--- config.mk ---
export PLATFORM = sky130hd
export DESIGN_NAME = pedge_event_queue
export DESIGN_NICKNAME = d
export VERILOG_FILES = /design/src/rtl/pedge_event_queue_pkg.sv /design/src/rtl/pedge_event_queue_fifo.sv /design/src/rtl/pedge_event_queue.sv
export SDC_FILE = /design/constraint.sdc
export NUM_CORES = 1
export LEC_CHECK = 0
export ABC_AREA = 1
export BUFFER_PORTS_ARGS = -buffer_cell sky130_fd_sc_hd__buf_2
export CAP_MARGIN = 10
export CORE_ASPECT_RATIO = 0.6
export CORE_MARGIN = 10
export CORE_UTILIZATION = 55
export DETAILED_ROUTE_END_ITERATION = 8
export GPL_ROUTABILITY_DRIVEN = 0
export PLACE_DENSITY_LB_ADDON = 0.15
export SLEW_MARGIN = 5
export SYNTH_ARGS = -nofsm -noshare
export SYNTH_HDL_FRONTEND = slang
export SYNTH_SLANG_ARGS = --single-unit
--- constraint.sdc ---
create_clock -name clk -period 2.5 [get_ports clk]
set_input_delay 0.375 -clock clk [delete_from_list [all_inputs] [get_ports clk]]
set_output_delay 0.375 -clock clk [all_outputs]
set_load 0.05 [all_outputs]
--- src/rtl/pedge_event_queue_pkg.sv ---
// Shared types and constants for the edge-event queue.
// Event layout and drop-counter limit.
package pedge_pkg;

  localparam int DEFAULT_TS_W = 16;

  typedef struct packed {
    logic [DEFAULT_TS_W-1:0] stamp;
    logic [7:0]              bits;
  } pedge_event_t;

  localparam logic [7:0] DROP_MAX = 8'd255;

endpackage

--- src/rtl/pedge_event_queue_fifo.sv ---
// Generic show-ahead synchronous FIFO.
// Head entry is visible on dout whenever the FIFO is not empty.
module event_fifo #(
  parameter int WIDTH = 24,
  parameter int DEPTH = 8
) (
  input  logic                     clk,
  input  logic                     reset,
  input  logic                     push,
  input  logic                     pop,
  input  logic [WIDTH-1:0]         din,
  output logic [WIDTH-1:0]         dout,
  output logic [$clog2(DEPTH):0]   level,
  output logic                     full,
  output logic                     empty
);

  localparam int AW = $clog2(DEPTH);
  localparam int LW = AW + 1;

  logic [WIDTH-1:0] mem [DEPTH];
  logic [AW-1:0]    wr_ptr;
  logic [AW-1:0]    rd_ptr;
  logic             do_push;
  logic             do_pop;

  assign empty   = (level == '0);
  assign full    = (level == LW'(DEPTH));
  assign do_pop  = pop && !empty;
  assign do_push = push && (!full || do_pop);
  assign dout    = mem[rd_ptr];

  always_ff @(posedge clk) begin
    if (do_push) begin
      mem[wr_ptr] <= din;
    end
  end

  always_ff @(posedge clk) begin
    if (reset) begin
      wr_ptr <= '0;
      rd_ptr <= '0;
      level  <= '0;
    end else begin
      if (do_push) begin
        wr_ptr <= wr_ptr + AW'(1);
      end
      if (do_pop) begin
        rd_ptr <= rd_ptr + AW'(1);
      end
      if (do_push && !do_pop) begin
        level <= level + LW'(1);
      end else if (do_pop && !do_push) begin
        level <= level - LW'(1);
      end
    end
  end

endmodule

--- src/rtl/pedge_event_queue.sv ---
// Turns nonzero edge vectors into timestamped events.
// Buffers them and tracks overflow and dropped-event count.
module pedge_event_queue
  import pedge_pkg::*;
#(
  parameter int DEPTH = 8,
  parameter int TS_W  = DEFAULT_TS_W
) (
  input  logic                   clk,
  input  logic                   reset,
  input  logic [7:0]             pedge,
  input  logic                   clear_ovf,
  input  logic                   out_ready,
  output logic                   out_valid,
  output logic [7:0]             out_bits,
  output logic [TS_W-1:0]        out_stamp,
  output logic [$clog2(DEPTH):0] level,
  output logic                   overflow,
  output logic [7:0]             drop_cnt
);

  logic [TS_W-1:0]   ts;
  logic [TS_W+7:0]   dout;
  logic              full;
  logic              empty;
  logic              push_req;
  logic              pop;
  logic              accept;
  logic              drop;

  assign push_req  = |pedge;
  assign out_valid = !empty;
  assign pop       = out_valid && out_ready;
  assign accept    = push_req && (!full || pop);
  assign drop      = push_req && !accept;
  assign out_stamp = dout[TS_W+7:8];
  assign out_bits  = dout[7:0];

  always_ff @(posedge clk) begin
    if (reset) begin
      ts <= '0;
    end else begin
      ts <= ts + TS_W'(1);
    end
  end

  // A clear in the same cycle as a drop wins; that drop is not counted.
  always_ff @(posedge clk) begin
    if (reset || clear_ovf) begin
      overflow <= 1'b0;
      drop_cnt <= '0;
    end else if (drop) begin
      overflow <= 1'b1;
      if (drop_cnt != DROP_MAX) begin
        drop_cnt <= drop_cnt + 8'd1;
      end
    end
  end

  event_fifo #(
    .WIDTH (TS_W + 8),
    .DEPTH (DEPTH)
  ) u_fifo (
    .clk   (clk),
    .reset (reset),
    .push  (accept),
    .pop   (pop),
    .din   ({ts, pedge}),
    .dout  (dout),
    .level (level),
    .full  (full),
    .empty (empty)
  );

endmodule

## Yosys cells after proc, flatten, opt, wreduce, memory -nomap -nowiden

Memories as Yosys holds them, arrays and structs flattened. A register that Yosys moved wholly into a read port is not among the register bits.
Index checks and enable logic that the tools add are counted.

| operators by class | value |
|---|---|
| $add $sub $neg | 6 |
| equal/unequal tests | 2 |
| muxes and demuxes | 6 |
| reductions and logical operators | 19 |

Operators by type and width:

| operator | count |
|---|---|
| adder 16 x 1 -> 16 bit, second input constant | 1 |
| adder 8 x 1 -> 8 bit, second input constant | 1 |
| two-way mux 4 bit | 2 |
| != test 8 bit, second input constant | 1 |
| OR reduction 8 bit | 1 |
| logical AND 1 bit | 7 |
| adder 3 x 1 -> 3 bit, second input constant | 2 |
| two-way mux 3 bit | 2 |
| zero test 1 bit | 5 |
| adder 4 x 1 -> 4 bit, second input constant | 1 |
| equality test 4 bit, second input constant | 1 |
| zero test 4 bit | 1 |
| subtractor 4 x 1 -> 4 bit, second input constant | 1 |
| logical OR 1 bit | 3 |
| two-way mux 1 bit | 2 |
| AND reduction 2 bit | 1 |
| nonzero test 2 bit | 1 |

| storage, ports and cells | value |
|---|---|
| flip-flop bits (word level) | 35 |
| RAM bits | 192 |
| bits of input ports | 12 |
| output and inout port bits | 38 |
| logic and storage cells | 40 |
| memories | 1 |

Memory list:

| memory | words | width | read ports | clocked after memory_dff | wr ports | RTL line | source |
|---|---|---|---|---|---|---|---|
| u_fifo.mem | 8 | 24 | 1 | 1 | 1 | pedge_event_queue_fifo.sv:21 | `logic [WIDTH-1:0] mem [DEPTH];` |

## Logic depth before layout (Yosys ltp)

Gate-level depths: netlist of run 1.

| depth | value |
|---|---|
| depth in word-level cells | 10 |
| mapped depth | 14 |
| mapped depth without buffers | 14 |

## Hierarchy

Synthesis of run 1 repeated with hierarchy kept, for this count alone.

| unflattened totals | value |
|---|---|
| cells, all modules | 940 |
| area, all modules | 9649.3 sq um |

Modules (own cells, without submodules):

| module | times used | cells an instance | area each (sq um) | seq. area each (sq um) |
|---|---|---|---|---|
| event_fifo | 1 | 740 | 8346.8 | 6025.8 |
| pedge_event_queue | 1 | 200 | 1302.5 | 500.5 |

## Worst setup path after synthesis of run 1

No wires, ideal clock.

| timing | value |
|---|---|
| path type | register to register |
| start | register u_fifo.level[0] |
| end | memory u_fifo.mem[0][0] (enable) |
| library setup time | 405 ps |
| arrival time | 2431 ps |
| data required time | 2095 ps |
| setup slack | -336 ps |
| stages on the path, launching flop included | 8 |
| path buffers | 0 |
| clock period less this slack | 2836 ps |
| cells stage by stage | dfxtp_1 nor2_2 inv_2 nor2_2 nor2_4 inv_2 or2_1 nor2_1 |

| between the ends | value |
|---|---|
| word-level cells in the longest chain between the ends | 8 |
| elaborated cells between the ends (all ways) | 12 |
| classes of those cells | eq/ne (1); mux (2); reduce/logical (9) |

Ends and longest elaborated chain:

| element | RTL line | source |
|---|---|---|
| from (decl) | pedge_event_queue_fifo.sv:13 | `output logic [$clog2(DEPTH):0] level,` |
| from (signal assigned) | pedge_event_queue_fifo.sv:52 | `level <= level + LW'(1);` |
| from (signal assigned) | pedge_event_queue_fifo.sv:54 | `level <= level - LW'(1);` |
| zero test 4 bit | pedge_event_queue_fifo.sv:27 | `assign empty = (level == '0);` |
| zero test 1 bit | pedge_event_queue_fifo.sv:29, pedge_event_queue.sv:32 |  |
| logical AND 1 bit | pedge_event_queue.sv:33 | `assign pop = out_valid && out_ready;` |
| logical OR 1 bit or logical AND 1 bit (tied branches) | pedge_event_queue.sv:34, pedge_event_queue_fifo.sv:29 |  |
| logical AND 1 bit or logical OR 1 bit (tied branches) | pedge_event_queue.sv:34, pedge_event_queue_fifo.sv:30 |  |
| logical AND 1 bit (*) | pedge_event_queue_fifo.sv:30 | `assign do_push = push && (!full \|\| do_pop);` |
| via u_fifo.do_push | pedge_event_queue_fifo.sv:24 | `logic do_push;` |
| two-way mux 1 bit (*) | pedge_event_queue_fifo.sv:34 | `if (do_push) begin` |
| two-way mux 1 bit (implied by the code) (*) | pedge_event_queue_fifo.sv:35 | `mem[wr_ptr] <= din;` |
| to (decl) | pedge_event_queue_fifo.sv:21 |  |

The timed path passes the listed nets; every way through them passes the cells marked *.

==> results of run 1 <==
## power by group through the flow
stage          registers (mW)  clock network, mW  logic (mW)
3_3_place_gp             4.83                  0        3.54
5_1_grt                  4.82               3.31        4.22
2_1_floorplan            4.88                  0        2.60
3_5_place_dp             4.85                  0        3.62
4_1_cts                  4.78               3.16        3.70
6_report                 4.80               3.12        3.86
## stage by stage
step | cell area [um^2] | hold slack, ns | power, mW
6_report | 10900 | 0.174 | 11.8
5_1_grt | 10900 | 0.172 | 12.4
3_5_place_dp | 10100 | 0.453 | 8.47
3_3_place_gp | 10100 | 0.447 | 8.38
2_1_floorplan | 9450 | 0.433 | 7.48
4_1_cts | 10800 | 0.154 | 11.6
## repair_timing
item,in CTS,in global routing
gates resized for setup,3,15
setup buffers,0,3
endpoints found under the setup margin,24,22
hold buffers,0,0
gates cloned,1,2
## state kept, by name (all words and copies together) (netlist names), named ones only
register	flops
drop_cnt	8
u_fifo.rd_ptr	3
ts	16
u_fifo.wr_ptr	3
overflow	1
u_fifo.level	4
u_fifo.mem	192
## worst max-delay path by stage
| stage | to | slack (ns) |
|---|---|---|
| floorplan | u_fifo.mem[0][0] | -0.30 |
| global placement | u_fifo.level[3] | 0.12 |
| detailed placement | u_fifo.level[3] | 0.05 |
| CTS | out_stamp[10] | 0.009 |
| global route | out_stamp[15] | -0.02 |
| finish | out_stamp[9] | 0.09 |
## cells in the mapped netlist, types with 2 or more instances
master,number
nand2_1,135
nor2_1,193
buf_6,7
inv_2,3
a21oi_1,22
clkbuf_1,15
nand2_2,2
xor2_1,4
nor3_1,4
ha_1,7
o21ai_1,86
nand3_1,25
nand4_1,3
nor2_2,4
o21bai_1,3
edfxtp_1,192
inv_1,33
dfxtp_1,38
buf_2,12
nor2_4,2
buf_1,4
o21ai_0,71
## final cells by class
cell class,instances,area (um^2),share of cell area
flip-flops and latches,230,6530,0.599
inverters,37,144,0.0132
well taps,228,285,0.0262
clock buffers,35,619,0.0568
repair buffers,85,687,0.0630
multi-input cells,568,2590,0.237
clock inverters,3,43.8,0.00402
## metal layers
layer	share of wire	routed length [um]	GRT usage	up-vias
li1	-	-	-	3139
met1	0.45	10400	0.265	3189
met2	0.45	10200	0.294	298
met3	0.084	1910	0.0387	34
met4	0.014	327	0.0415	0
met5	0	0	0	-
## cells by family after synthesis
group / after synthesis / share of synthesized area
AOI/OAI and AO/OA: 184 / 0.0988
xor gates and xnor gates: 5 / 0.00464
adders and majority gates: 8 / 0.0114
buffers and inverters: 75 / 0.0370
DFF: 230 / 0.692
and+or+nand+nor: 371 / 0.157
==> flow_summary.yaml, run 1 <==
global_route:
  grt_overflow: 0
  grt_pass1_vias: 6330
  global_route_wire_length_before_repair_mm: 34.6
  grt_max_degree: 97
  track_usage: 0.188
  antenna_found_initial: 0
sta:
  final-setup-viol-count: 0
  final.period_utilization: 0.965
  fmax_mhz: 415
  setup_tns_after_final_layout_ns: 0
  unrepaired_setup_endpoints_after_global_routing: "yes"
  worstMarginPinSlew_ns: 0.536
  timing.final.hold_violations: 0
  setup_ws_ns: 0.0875
  relSlewSlack: 0.642
  timing.final.max_slew_violations: 0
  min_period_ns: 2.41
  fin_worst_skew_ns: 0.00727
route:
  avgRoutedWirePerCell_um: 19.2
  num_vias: 6660
  route.detailed.vias_per_inst: 5.62
  drc_errors: 0
  drt_wl_total_mm: 22.8
  dr.first_iter.drc_count: 779
  ant_nets: 0
  drt_pass1_iterations: 5
critical_path:
  critical_path_endpoint_category: "output port"
  critical_path_arrival_ns: 2.04
  worstPathCellList: "buf_16, nor2_1, nor2_1, o21ai_1, o21ai_1, nand2_1, nand2_1, clkbuf_4"
  timing.critical_path.fanout_max: 32
  worst_path_largest_cell_delay_ns: 0.49
  crit_path_start_kind: "flip-flop"
  cp.depth: 8
  cp.required_ns: 2.12
  crit-reg2reg-launch: "u_fifo.level[0]"
  worst_path_dominant_cell_family: "flip-flops"
  worst_path_max_delay_cell: "dfxtp_4"
  worstSetupPathType: "flip-flop to output port"
  crit-reg2reg-capture: "u_fifo.level[3]"
  worst-r2r-setup-slack_ns: 0.29
  timing.reg2reg.worst_path_depth: 13
  timing.critical_path.buf_inv: 2
finish:
  final_util: 0.659
  synthToLayoutAreaGrowth_pct: 15.5
  num_antenna_cells: 0
  finish.cell_count_without_fillers: 1186
  most_common_cell_after_layout_fill_and_taps_aside: "edfxtp_1"
  drive_above_1_share: 0.146
  fill_cells: 1239
  mostFrequentLayoutCells: "edfxtp_1, nor2_1, nand2_1, o21ai_1, o21ai_0"
  nNetsFinal: 963
floorplanning:
  floorplan.initialDensity: 0.571
  die-area_mm2: 0.0230
  io_pins: 50
  floorplan.die.width_um: 189
  fp.dieH_um: 121
  core_region_area_mm2: 0.0165
  core.rowCount: 36
power_and_ir_drop:
  comb_power_share: 0.328
  power_switching_share: 0.364
  netSwitchingPower_mw: 4.29
  power.ir.vdd_worst_mv: 0.749
  p_leak_nw: 4.04
  pwr-share-seq: 0.407
  p_int_mw: 7.49
  p_clk_frac: 0.265
  pd_cells_mw_per_mm2: 1080
min_path:
  instance_count_along_the_most_critical_hold_path: 1
  hp-start: "pedge[7]"
  holdPathEnd: "u_fifo.mem[3][7]"
  timing.hold.worst.class: "primary input to flip-flop"
logic_synthesis:
  synthFlopType: "edfxtp_1"
  synthArstFlopShare: 0
  number_of_distinct_library_cells_after_synthesis: 30
  sequential_fraction_of_the_synthesis_area: 0.692
  yosysWarnings: 0
  synth.ff_latch_count: 230
  synth_largest_area_cell: "edfxtp_1"
  post_synth.cell_area_avg_um2: 10.8
  synth_area_leaders: "edfxtp_1, dfxtp_1, nor2_1"
  synth_enable_flop_cells: 192
  postSynthNetCount: 893
  mappedNetlistArea_mm2: 0.00944
  synth.top_cell.area_share: 0.611
  synthCells: 873
clock_network:
  cts.sinks: 230
  cts-htree-levels: 1
  cts_tree: "built"
  clk_pin_slew_ns: 0.06
  tritoncts_buffer_count: 21
  cts-root-buf: "clkbuf_16"
  cts-root-to-sink-buffers: 3
  clock_insertion_delay_worst_skew_ns: 0.50
place:
  dp.final_hpwl_mm: 13.4
  port-buffer-count: 49
  placedCellCount: 1142
  dp_slack_ns: 0.0494
run_status:
  result_of_the_run: "complete, no violations"
flow_run:
  drv_cap: 0
(Power assumes the default switching activity.)
==> inputs of run 2 (changes only) <==
--- a/config.mk
+++ b/config.mk
@@ -6,10 +6,9 @@
 export NUM_CORES = 1
 export LEC_CHECK = 0
 export ABC_AREA = 1
-export BUFFER_PORTS_ARGS = -buffer_cell sky130_fd_sc_hd__buf_2
+export BUFFER_PORTS_ARGS = -buffer_cell sky130_fd_sc_hd__clkbuf_2
 export CAP_MARGIN = 10
 export CORE_ASPECT_RATIO = 0.6
-export CORE_MARGIN = 10
 export CORE_UTILIZATION = 55
 export DETAILED_ROUTE_END_ITERATION = 8
 export GPL_ROUTABILITY_DRIVEN = 0
==> run 2 against run 1 <==
  * Clock-buffer cell count down 10
  * Via count decreased by 1.4%
  * Cell count down 0.59%
  * Clock power is 8.0% higher
  * Power up 6.4%
  * Global-route usage grew 6.1 points
  * Cell area up 2.1%
  * Die area down 23%
  * Worst setup slack worse by 0.054 ns
  * Critical path depth is the same
  * First-iteration DRC count is 8.1% lower
  * Critical path type unchanged
  * Largest cell class unchanged
  * Largest power group unchanged
==> flow_summary.yaml, run 2 (synthesis results as in run 1) <==
place:
  placedCellCount: 1142
  dp.final_hpwl_mm: 12.9
  port-buffer-count: 49
  placedInstanceArea_mm2: 0.0104
min_path:
  timing.hold.worst.class: "primary input to flip-flop"
finish:
  most_common_cell_after_layout_fill_and_taps_aside: "edfxtp_1"
  synthToLayoutAreaGrowth_pct: 17.9
  regMostFlops: "u_fifo.mem"
  num_antenna_cells: 0
  final_util: 0.675
  mostFrequentLayoutCells: "edfxtp_1, nor2_1, nand2_1, o21ai_1, o21ai_0"
  flip_flop_count_of_the_largest_register_all_copies_and_words_added: 192
  drive_above_1_share: 0.145
  nNetsFinal: 957
  finalInstanceArea_mm2: 0.0111
  finish.cell_count_without_fillers: 1179
  reg.largest.list: "u_fifo.mem x192, ts x16, drop_cnt x8"
power_and_ir_drop:
  netSwitchingPower_mw: 4.31
  p_leak_nw: 4.11
  pd_cells_mw_per_mm2: 1130
  power.ir.vdd_worst_mv: 0.644
  p_int_mw: 8.22
  power_switching_share: 0.344
  p_clk_frac: 0.269
  pwr-share-seq: 0.380
  comb_power_share: 0.351
route:
  dr.first_iter.drc_count: 716
  route.detailed.vias_per_inst: 5.57
  ant_nets: 0
  drt_pass1_iterations: 5
  num_vias: 6564
  drc_errors: 0
  drt_wl_total_mm: 21.1
  avgRoutedWirePerCell_um: 17.9
critical_path:
  worstSetupPathType: "flip-flop to output port"
  crit_path_start_kind: "flip-flop"
  critical_path_arrival_ns: 2.09
  cp.required_ns: 2.12
  critical_path_endpoint_category: "output port"
  timing.critical_path.fanout_max: 56
clock_network:
  cts_tree: "built"
  tritoncts_buffer_count: 21
  cts-root-to-sink-buffers: 3
  cts-root-buf: "clkbuf_16"
  clk_pin_slew_ns: 0.06
  post_cts_hold_buffer_count: 0
  cts-htree-levels: 1
  cts.sinks: 230
  clock_insertion_delay_worst_skew_ns: 0.50
  post_cts_buffers: 0
floorplanning:
  fp.dieH_um: 103
  floorplan.die.width_um: 171
  core.rowCount: 36
  core_region_area_mm2: 0.0165
  io_pins: 50
  die-area_mm2: 0.0177
  floorplan.initialDensity: 0.572
sta:
  timing.final.max_slew_violations: 0
  unrepaired_setup_endpoints_after_global_routing: "yes"
  final.period_utilization: 0.987
  worstMarginPinSlew_ns: 0.607
  fmax_mhz: 405
  min_period_ns: 2.47
  relSlewSlack: 0.595
  setup_tns_after_final_layout_ns: 0
  timing.final.hold_violations: 0
  fin_worst_skew_ns: 0.00610
  final-setup-viol-count: 0
global_route:
  grt_overflow: 0
  antenna_found_initial: 0
  grt_max_degree: 97
  track_usage: 0.249
  global_route_wire_length_before_repair_mm: 32.9
  grt_pass1_vias: 6097
run_status:
  result_of_the_run: "complete, no violations"
flow_run:
  drv_cap: 0
run 2: changes by cell type in the layout (fill, tap and decap cells not counted), moves of 3 or more:
cell / change
buf_12: +22
buf_16: -3
buf_2: -40
buf_4: -3
bufinv_16: +3
clkbuf_1: -7
clkbuf_2: +27
clkbuf_4: -9
clkinv_2: +3
run 2: final cells by class:
class | instances | area [um^2]
repair buffers | 79 | 860
flip-flops and latches | 230 | 6530
clock inverters | 12 | 161
well taps | 228 | 285
multi-input cells | 568 | 2590
clock buffers | 25 | 561
inverters | 37 | 139
fillers | 1235 | 5360
run 2: worst paths after layout:
kind / startpoint / end / slack [ns] / depth (start not counted)
max: flip-flop / out_bits[2] / 0.03 / 8
min: pedge[5] / u_fifo.mem[3][5] / 0.16 / 1
max reg2reg: u_fifo.level[0] / u_fifo.level[3] / 0.30 / 13
min reg2reg: u_fifo.rd_ptr[2] / flip-flop / 0.47 / 2
run 2: per-stage QoR:
step / hold slack, ns / setup slack, ns / power [mW]
6_report: 0.164 / 0.0335 / 12.5
5_1_grt: 0.172 / -0.0461 / 13.1
4_1_cts: 0.154 / 0.0214 / 12.6
3_5_place_dp: 0.468 / 0.0539 / 9.22
3_3_place_gp: 0.447 / 0.142 / 9.11
2_1_floorplan: 0.433 / -0.305 / 7.48
run 2: power by group through the flow:
stage          Sequential [mW]  Clock [mW]  Combinational (mW)
2_1_floorplan             4.88           0                2.60
3_3_place_gp              4.81           0                4.29
3_5_place_dp              4.83           0                4.39
4_1_cts                   4.76        3.41                4.43
5_1_grt                   4.79        3.56                4.76
6_report                  4.76        3.37                4.40
run 2: worst max-delay path, cell delays in order, from the launching register on:
cell and delay (ns):
dfxtp_2 0.43, buf_8 0.32, nor2_1 0.12, nor2_1 0.15
o21ai_0 0.14, o21ai_0 0.10, nand2_1 0.06, nand2_1 0.11
buf_12 0.14
run 2: repair_timing:
| action | CTS | global route |
|---|---|---|
| hold endpoints to repair | 0 | 0 |
| resized for setup | 3 | 0 |
| endpoints found under the setup margin | 11 | 4 |
run 2: metal layers:
metal  share of wire  global-route usage  up-vias
met1            0.46               0.376     3177
met3           0.074              0.0358       25
met5               0                   0        -
met4           0.013              0.0488        0
met2            0.46               0.390      234
li1                -                   -     3128
